--- config.mk ---
export PLATFORM = sky130hd
export DESIGN_NAME = pc_sequencer
export DESIGN_NICKNAME = d
export VERILOG_FILES = /design/src/rtl/seq_pkg.sv /design/src/rtl/jump_lut.sv /design/src/rtl/pc_sequencer.sv
export SDC_FILE = /design/constraint.sdc
export NUM_CORES = 1
export LEC_CHECK = 0
export ABC_AREA = 1
export BUFFER_PORTS_ARGS = -buffer_cell sky130_fd_sc_hd__buf_2
export CORE_MARGIN = 1.5
export CORE_UTILIZATION = 45
export CTS_BUF_LIST = sky130_fd_sc_hd__clkbuf_4 sky130_fd_sc_hd__clkbuf_8 sky130_fd_sc_hd__clkbuf_16
export CTS_CLUSTER_SIZE = 10
export DETAILED_ROUTE_END_ITERATION = 16
export SETUP_SLACK_MARGIN = 0.5
export SLEW_MARGIN = 40
export SYNTH_ARGS = -nofsm -noshare
export SYNTH_HDL_FRONTEND = slang
export SYNTH_SLANG_ARGS = --single-unit
--- constraint.sdc ---
create_clock -name Clk -period 3 [get_ports Clk]
set_input_delay 0.3 -clock Clk [delete_from_list [all_inputs] [get_ports Clk]]
set_output_delay 0.3 -clock Clk [all_outputs]
set_load 0.02 [all_outputs]
--- src/rtl/seq_pkg.sv ---
// Shared types and sizes for the program-counter sequencer and its jump table.
package seq_pkg;

  typedef enum logic [1:0] {
    IDLE,
    RUN,
    MEM_WAIT,
    HALT
  } seq_state_t;

  localparam int JPTR_W    = 5;
  localparam int LUT_DEPTH = 32;

endpackage

--- src/rtl/jump_lut.sv ---
// Jump-target table: 32 programmable PC targets, one synchronous write port,
// one combinational read port, synchronous active-low clear.
module jump_lut
  import seq_pkg::*;
#(
  parameter int DATA_W = 10
) (
  input  logic              clk_i,
  input  logic              rst_ni,
  input  logic              we_i,
  input  logic [JPTR_W-1:0] waddr_i,
  input  logic [DATA_W-1:0] wdata_i,
  input  logic [JPTR_W-1:0] raddr_i,
  output logic [DATA_W-1:0] rdata_o
);

  logic [DATA_W-1:0] mem_q [LUT_DEPTH];

  always_ff @(posedge clk_i) begin
    if (!rst_ni) begin
      for (int i = 0; i < LUT_DEPTH; i++) begin
        mem_q[i] <= '0;
      end
    end else if (we_i) begin
      mem_q[waddr_i] <= wdata_i;
    end
  end

  assign rdata_o = mem_q[raddr_i];

endmodule

--- src/rtl/pc_sequencer.sv ---
// Program-counter sequencer: steps the PC from decoder outputs, stalls for
// fixed-latency memory ops, resolves jumps through the jump table.
module pc_sequencer
  import seq_pkg::*;
#(
  parameter int PC_W    = 10,
  parameter int MEM_LAT = 2,
  parameter int CNT_W   = 16
) (
  input  logic              Clk,
  input  logic              Reset,
  input  logic              Start,
  input  logic [PC_W-1:0]   Start_addr,
  input  logic              Jen,
  input  logic [JPTR_W-1:0] Jptr,
  input  logic              Done,
  input  logic              Load,
  input  logic              Store,
  input  logic              Lut_we,
  input  logic [JPTR_W-1:0] Lut_addr,
  input  logic [PC_W-1:0]   Lut_data,
  output logic [PC_W-1:0]   Prog_ctr,
  output logic              Instr_valid,
  output logic              Stall,
  output logic              Mem_commit,
  output logic              Ack,
  output logic [CNT_W-1:0]  Instr_cnt
);

  localparam int WAIT_W = (MEM_LAT > 1) ? $clog2(MEM_LAT) : 1;

  seq_state_t        state_q, state_d;
  logic [PC_W-1:0]   pc_q, pc_d;
  logic [CNT_W-1:0]  cnt_q, cnt_d;
  logic [WAIT_W-1:0] wait_q, wait_d;
  logic [PC_W-1:0]   lut_target;
  logic              advance;
  logic              stall_c;
  logic              commit_c;
  logic              mem_op;

  assign mem_op = Load | Store;

  // Table is only writable while no program runs, so a jump never races a rewrite.
  jump_lut #(
    .DATA_W(PC_W)
  ) u_jump_lut (
    .clk_i   (Clk),
    .rst_ni  (Reset),
    .we_i    (Lut_we && (state_q == IDLE)),
    .waddr_i (Lut_addr),
    .wdata_i (Lut_data),
    .raddr_i (Jptr),
    .rdata_o (lut_target)
  );

  always_comb begin
    state_d  = state_q;
    pc_d     = pc_q;
    cnt_d    = cnt_q;
    wait_d   = wait_q;
    advance  = 1'b0;
    stall_c  = 1'b0;
    commit_c = 1'b0;
    case (state_q)
      IDLE: begin
        if (Start) begin
          state_d = RUN;
          pc_d    = Start_addr;
          cnt_d   = '0;
        end
      end
      RUN: begin
        if (Done) begin
          state_d = HALT;
        end else if (mem_op) begin
          if (MEM_LAT > 0) begin
            state_d = MEM_WAIT;
            wait_d  = WAIT_W'(MEM_LAT - 1);
            stall_c = 1'b1;
          end else begin
            commit_c = 1'b1;
            advance  = 1'b1;
            pc_d     = pc_q + PC_W'(1);
          end
        end else if (Jen) begin
          advance = 1'b1;
          pc_d    = lut_target;
        end else begin
          advance = 1'b1;
          pc_d    = pc_q + PC_W'(1);
        end
      end
      MEM_WAIT: begin
        if (wait_q == '0) begin
          state_d  = RUN;
          commit_c = 1'b1;
          advance  = 1'b1;
          pc_d     = pc_q + PC_W'(1);
        end else begin
          stall_c = 1'b1;
          wait_d  = wait_q - WAIT_W'(1);
        end
      end
      HALT: begin
        if (!Start) begin
          state_d = IDLE;
        end
      end
      default: state_d = IDLE;
    endcase
    // Retired count sticks at all-ones rather than wrapping.
    if (advance && (cnt_q != '1)) begin
      cnt_d = cnt_q + CNT_W'(1);
    end
  end

  always_ff @(posedge Clk) begin
    if (!Reset) begin
      state_q <= IDLE;
      pc_q    <= '0;
      cnt_q   <= '0;
      wait_q  <= '0;
    end else begin
      state_q <= state_d;
      pc_q    <= pc_d;
      cnt_q   <= cnt_d;
      wait_q  <= wait_d;
    end
  end

  assign Prog_ctr    = pc_q;
  assign Instr_cnt   = cnt_q;
  assign Instr_valid = (state_q == RUN) || (state_q == MEM_WAIT);
  assign Ack         = (state_q == HALT);
  assign Stall       = stall_c;
  assign Mem_commit  = commit_c;

endmodule

* Word-level counts from Yosys, hierarchy flattened
Memories as Yosys holds them, arrays and structs flattened.
Index checks and enable logic that the tools add are counted.
** Word-level totals
- Register bits :: 29
- Input bits :: 38
- Bits in writable memories :: 320
- ROM bits :: 0
- Output and inout bits :: 30
- Word-level logic and storage cells :: 68
- Bits in latches :: 0
- Memories kept :: 1
** Memory list
- u_jump_lut.mem_q :: words 32, width 10, read ports 1, clocked after memory_dff 0, wr ports 32, RTL line jump_lut.sv:17 : logic [DATA_W-1:0] mem_q [LUT_DEPTH];
** Cells by class
- Bitwise gates (word level) :: 1
- Multiplexer cells :: 35
- Add/sub/neg operators :: 3
- Div/mod/pow operators :: 0
- Equal/unequal tests :: 11
- Magnitude comparators :: 0
- Shift-type cells :: 0
- Multipliers :: 0
- Reductions and logical operators :: 13
** Operators by type and width (number)
- 10-bit 2-to-1 mux :: 6
- 16-bit 2-to-1 mux :: 3
- 10-bit one-hot mux with 3 select lines :: 1
- 16-bit by 1-bit adder with 16-bit output, second input constant :: 1
- 16-bit != test, second input constant :: 1
- 1-bit 2-to-1 mux :: 15
- 2-bit != test, second input constant :: 6
- 10-bit by 1-bit adder with 10-bit output, second input constant :: 1
- 2-bit 2-to-1 mux :: 5
- 10-bit OR reduction :: 1
- 2-bit one-hot mux with 4 select lines :: 1
- 1-bit one-hot mux with 2 select lines :: 3
- 2-bit nonzero test :: 3
- 5-bit 2-to-1 mux :: 1
- 5-bit AND reduction :: 1
- 2-bit equality test, second input constant :: 2
- 4-bit AND reduction :: 1
- 3-bit != test, second input constant :: 1
- 3-bit AND reduction :: 1
- 3-bit nonzero test :: 1
- 2-bit by 1-bit equality test with 1-bit output, second input constant :: 1
- 1-bit logical AND :: 2
- 2-bit logical NOT :: 1
- 2-bit AND reduction :: 1
- 3 further kinds :: 3

* Longest topological paths before layout
Gate-level depths: netlist of run 1.
- Depth in word-level cells :: 7
- Gate-level depth with buffers :: 14

* Modules after synthesis
Synthesis of run 1 repeated with hierarchy kept, for this count alone.
** Second synthesis, totals
- Cells, all modules :: 1885
- Area, all modules :: 16816.1 µm²
** By module, submodules not included
- jump_lut :: seq. area each 9609.2 µm², cells each 1559, area an instance 14806.7 µm², times used 1
- pc_sequencer :: seq. area each 580.6 µm², cells each 326, area an instance 2009.4 µm², times used 1

* Worst setup path before layout of run 1
Ideal clock, no wire load.
- Kind :: register to register
- Start :: reg state_q[0]
- End :: mem u_jump_lut.mem_q[11][0], enable pin
- Data required time :: 2.660 ns
- Slack :: 0.840 ns
- Cell stages (with the launch flop) :: 8
- Arrival time :: 1.820 ns
- Cell sequence :: dfxtp_1 > inv_1 > ha_1 > nand3_1 > nor3_1 > nand2_1 > clkbuf_1 > nand2_1
** RTL lines
- start: declaration :: RTL line pc_sequencer.sv:32 : seq_state_t state_q, state_d;
- start signal: assignment :: RTL line pc_sequencer.sv:125 : state_q <= state_d;
- end: declaration :: RTL line jump_lut.sv:17

==> results.yml, run 1 <==
status:
  outcome: "complete, no violations"
routing:
  route.detailed.wl_per_inst_um: 20.1
  drt-pass1-iter-count: 6
  wl_mm: 46.6
  vias: 12900
  drc: 0
  vias_per_cell: 5.58
  ant_nets: 0
  drtIter0Drc: 1444
synth:
  synth.distinct_cells: 34
  synth.top_cell.area_share: 0.583
  synth_area_mm2: 0.0165
  netlist_top_cells_area: "edfxtp_1 (58%), nor2_1 (11%), nand2_1 (7.7%)"
  netlist_instances: 1820
  synth_nets: 1864
  synth-seq-area-share: 0.619
  yosysTopAreaCell: "edfxtp_1"
  yosysWarningCount: 0
  syn_area_per_cell_um2: 9.05
  ys_ff_latch: 349
clock_tree:
  h-tree-depth: 2
  clock_sinks: 349
  root_buffer: "clkbuf_16"
  cts_buffer_depth: 3
  clk_latency_ps: 520
  clk_pin_slew_ps: 60
  cts_buffers: 41
  cts_tree: "built"
worst_setup_path:
  worstPathRequired_ps: 3160
  crit_start: "state_q[0]$_SDFFE_PN0P_"
  cp-endpoint: "u_jump_lut.mem_q[28][0]$_SDFFCE_PN0P_"
  r2r_end: "u_jump_lut.mem_q[28][0]$_SDFFCE_PN0P_"
  regToRegSetupSlack_ps: 650
  crit_top_cell: "nand2_1"
  arrival_ps: 2510
  worstSetupEndpointType: "flop"
  path_max_fanout: 11
  slowest_stage: "nand2_1"
  path_class: "flop to flop"
  path_cells: "inv_1 > ha_1 > nand3_1 > nor3_1 > buf_4 > nand2_1 > nand2_1"
  ff2ff_path_depth: 7
  start_kind: "flop"
  r2r-start: "state_q[0]$_SDFFE_PN0P_"
  critPathMaxStageDelay_ps: 390
die:
  core_area_mm2: 0.0358
  die_h_um: 194
  die_w_um: 194
  ios: 68
  start_util: 0.460
  fp-row-count: 69
  dieArea_mm2: 0.0378
sta:
  rsz0062_at_grt: "false"
  relSlewSlack: 0.445
  clock_skew_ps: 13.9
  post-route-period-util: 0.783
  max_freq_mhz: 426
  fin_crit_ps: 2350
  hold_violations: 0
  worst_pin_slew_ps: 832
  final.setup.tns_ps: 0
  finalSetupViolCount: 0
  drv_slew: 0
finish:
  num_antenna_cells: 0
  fin_area_mm2: 0.0185
  final_cell_mix: "nor2_1 (497), nand2_1 (320), edfxtp_1 (320)"
  final_common_cell: "nor2_1"
  drive_gt1_frac: 0.111
  finalNonFillerCells: 2314
  area_delta_synth_final_pct: 12.1
  layout.nets: 1878
  fill_cells: 3312
place:
  dp_cells: 2251
  gp_congestion: 0.867
  post_dp_cell_area_mm2: 0.0172
  dp.final_hpwl_mm: 28.0
  portBuffers: 67
hold_path:
  holdCritPathClass: "input pin to flop"
global_route:
  grt_usage: 0.247
  grt_util_met3: 0.0288
  use_met2: 0.387
  antenna_found_initial: 0
  overflow: 0
  grt.busiest_layer: "met2"
  grt_pass1_wl_mm: 71.4
  grt_max_degree: 176
  grt_pass1_vias: 12200
  use_met1: 0.359
power_and_ir_drop:
  irDropWorstVdd_uv: 497
  power_leakage_nw: 7.43
  fin_total_pwr_mw: 11.9
  powerDensity_mw_per_mm2: 642
flow_run:
  max-cap-violations: 0
## final cells by class
cell class | count | area (um2) | share of cell area
tap | 461 | 577 | 0.0312
multi-input combinational | 1245 | 5430 | 0.294
clock buffer | 61 | 1180 | 0.0640
clock inverter | 1 | 3.75 | 0.000203
timing repair buffer | 112 | 766 | 0.0415
inverter | 85 | 322 | 0.0174
sequential | 349 | 10200 | 0.552
## layer usage
| layer | share of wire | wire length [um] |
|---|---|---|
| met1 | 0.43 | 19900 |
| met2 | 0.45 | 21100 |
| met3 | 0.090 | 4180 |
| met4 | 0.029 | 1360 |
| met5 | 0 | 0 |
## critical path: cells and delay by family (launching register included)
kind	cells	cell delay, ps
flip-flops	1	330
buffers and inverters	2	380
adder cells (fa/ha/maj)	1	250
AND/OR/NAND/NOR	4	1020
## registers in the layout, summed over array words and instances (netlist names)
signal	count
Instr_cnt	16
Prog_ctr	10
u_jump_lut.mem_q	320
wait_q	1
state_q	2
## logic make-up (layout without fill, tap and decap cells)
family,after synthesis,after routing,synth area share
AND/OR/NAND/NOR,1034,1034,0.252
flip-flops,349,349,0.619
buffers and inverters,226,259,0.0546
AO/OA/AOI/OAI,201,201,0.0681
adder cells (fa/ha/maj),6,6,0.00456
XOR/XNOR,4,4,0.00213
## Yosys cell counts (all sizes together)
| cell | n |
|---|---|
| or2 | 6 |
| buf | 33 |
| a21o | 1 |
| nand4 | 1 |
| edfxtp | 320 |
| dfxtp | 29 |
| clkbuf | 108 |
| inv | 84 |
| nor4 | 3 |
| o22ai | 3 |
| a21oi | 52 |
| o21ai | 114 |
| clkinv | 1 |
| nand3 | 172 |
| a31oi | 2 |
| o211ai | 21 |
| a311oi | 1 |
| nor2 | 499 |
| xnor2 | 1 |
| nand2 | 339 |
| o21a | 1 |
| o311ai | 1 |
| xor2 | 3 |
| nor3 | 14 |
| o221ai | 5 |
| ha | 6 |
## metrics by stage
stage | hold WS (ps) | util | worst slack [ps]
4_1_cts | 82.6 | 0.514 | 559
3_5_place_dp | 476 | 0.480 | 580
6_report | 94.1 | 0.515 | 652
3_3_place_gp | 473 | 0.480 | 661
5_1_grt | 100 | 0.515 | 511
2_1_floorplan | 466 | - | 840
## repair_timing
item / 4_1_cts / 5_1_grt
setup endpoints to repair: 0 / 203
resized for setup: 0 / 19
hold buffers: 0 / 0
setup buffers: 0 / 1
## worst min path at each step
| stage | startpoint | end | cells after the start |
|---|---|---|---|
| 2_1_floorplan | Reset | Instr_cnt[15]$_SDFFE_PN0P_ | 2 |
| 6_report | Load | wait_q$_SDFFE_PN0P_ | 4 |
| 3_3_place_gp | Prog_ctr[3]$_SDFFE_PN0P_ | Prog_ctr[3]$_SDFFE_PN0P_ | 2 |
| 5_1_grt | Load | wait_q$_SDFFE_PN0P_ | 4 |
| 3_5_place_dp | Prog_ctr[3]$_SDFFE_PN0P_ | Prog_ctr[3]$_SDFFE_PN0P_ | 2 |
| 4_1_cts | Load | wait_q$_SDFFE_PN0P_ | 4 |
## where the power goes
part | internal [mW] | switching [mW] | leakage, nW
Clock | 2.69 | 1.81 | 0.601
Combinational | 0.507 | 1.20 | 3.29
Sequential | 5.53 | 0.123 | 3.54
Note: power is estimated with default switching activity, not from simulation.
==> inputs of run 2 (changes only) <==
Clock period 3 ns to 1.9 ns, I/O delays scaled along.
==> run 2 against run 1 <==
  * Global-route usage up 2.0 points
  * Via count rose by 10%
  * First-iteration DRC count fell by 7.3%
  * Non-clock buffer count rose by 150
  * Register-to-register slack got worse by 570 ps
  * Setup slack got worse by 630 ps
  * Clock skew decreased by 4.7 ps
  * Clock power grew 72%
  * Highest routed layer unchanged
==> results.yml, run 2 (synthesized netlist as in run 1, its figures left out) <==
status:
  outcome: "complete, no violations"
finish:
  fin_area_mm2: 0.0239
  largest_register_ffs: 320
  area_delta_synth_final_pct: 45.3
  utilization: 0.668
  num_antenna_cells: 0
  final_cell_mix: "edfxtp_1 (320), nor2_1 (311), nand2_1 (258)"
  finalNonFillerCells: 2501
  drive_gt1_frac: 0.335
  layout.nets: 2059
  final_common_cell: "edfxtp_1"
  top_register: "u_jump_lut.mem_q"
worst_setup_path:
  critPathMaxStageDelay_ps: 380
  path_max_fanout: 3
  path_cells: "inv_4 > ha_4 > buf_12 > clkinvlp_4 > nor2_1 > buf_4"
  worstSetupEndpointType: "output pin"
  start_kind: "flop"
  path_class: "flop to output pin"
  arrival_ps: 1690
  crit_buf_inv: 4
  slowest_stage: "dfxtp_4"
  crit_family: "buffers and inverters"
  worstPathRequired_ps: 1710
routing:
  drc: 0
  drtIter0Drc: 1338
  drt-pass1-iter-count: 5
  vias_per_cell: 5.70
  vias: 14300
  route.detailed.wl_per_inst_um: 21.2
  ant_nets: 0
  wl_mm: 53.1
sta:
  rsz0062_at_grt: "true"
  setup_slack_ps: 23.1
  hold_violations: 0
  finalSetupViolCount: 0
  drv_slew: 0
  max_freq_mhz: 533
  relSlewSlack: 0.466
  worst_pin_slew_ps: 801
  clock_skew_ps: 9.16
  fin_crit_ps: 1880
  post-route-period-util: 0.988
clock_tree:
  cts_buffer_depth: 3
  clk_pin_slew_ps: 50
  cts_buffers: 42
  h-tree-depth: 2
  clock_sinks: 349
  cts_tree: "built"
  root_buffer: "clkbuf_16"
  clk_latency_ps: 530
global_route:
  grt_pass1_vias: 13600
  antenna_found_initial: 0
  grt_usage: 0.267
  grt_max_degree: 65
  overflow: 0
  grt_pass1_wl_mm: 77.3
die:
  die_w_um: 194
  start_util: 0.460
  ios: 68
  dieArea_mm2: 0.0378
  die_h_um: 194
  fp-row-count: 69
  core_area_mm2: 0.0358
place:
  gp_congestion: 0.870
  dpl_worst_slack_ps: 28.9
  post_dp_cell_area_mm2: 0.0185
  portBuffers: 67
  dp.final_hpwl_mm: 30.3
  dp_cells: 2322
power_and_ir_drop:
  irDropWorstVdd_uv: 784
  fin_total_pwr_mw: 21.2
  powerDensity_mw_per_mm2: 885
  power_leakage_nw: 9.07
flow_run:
  max-cap-violations: 0
hold_path:
  holdCritPathClass: "input pin to flop"
-- run 2: changes by cell type in the layout (fill, tap and decap cells not counted), moves of 18 or more --
cell     delta
a21oi_1    -19
a21oi_2    +18
nor2_1    -186
nand2_1    -62
nand2_8    +90
buf_6      +33
buf_8      +23
nor2_4    +143
buf_12     +52
buf_4      +34
nor2_2     +43
-- run 2: final timing paths --
kind,slack (ps),cells after the start,endpoint,from
max,20,6,Stall,state_q[0]$_SDFFE_PN0P_
min,40,4,wait_q$_SDFFE_PN0P_,Load
max reg2reg,80,11,Instr_cnt[2]$_SDFFE_PN0P_,state_q[0]$_SDFFE_PN0P_
min reg2reg,490,2,Prog_ctr[3]$_SDFFE_PN0P_,Prog_ctr[3]$_SDFFE_PN0P_
-- run 2: final cells by class --
cell class                      instances  area, um2
Fill cell                            2627      11900
Clock buffer                           66       1300
Tap cell                              461        577
Multi-Input combinational cell       1275       8460
Clock inverter                          3       12.5
Inverter                               85        330
Sequential cell                       349      10200
Timing Repair Buffer                  262       3050
-- run 2: layer usage --
layer / vias up / GRT usage / part of all wire
li1: 6549 / - / -
met1: 6992 / 0.354 / 0.41
met5: - / 0 / 0
met3: 128 / 0.0413 / 0.070
met2: 593 / 0.445 / 0.49
met4: 0 / 0.0958 / 0.032
-- run 2: stage by stage --
step	hold slack, ps	setup TNS (ps)
CTS	-13.5	0
global route	54.2	-310
floorplan	356	0
global placement	476	0
finish	42.5	0
detailed placement	481	0
-- run 2: where the power goes --
group / switching (mW) / internal (mW) / leakage, nW
clock: 3.07 / 4.67 / 0.666
sequential: 0.228 / 8.75 / 3.54
combinational: 2.69 / 1.78 / 4.85
-- run 2: timing repair --
action	4_1_cts	5_1_grt
hold endpoints to repair	2	0
cloned	25	14
gates resized for setup	227	444
pin swaps	20	27
hold buffers	1	0
setup endpoints to repair	673	677
buffers inserted	52	16
-- run 2: tightest hold or removal path, stage by stage --
cell      delay [ps]
buf_2             90
nor2_1            50
nand2_1           90
a311oi_1          90
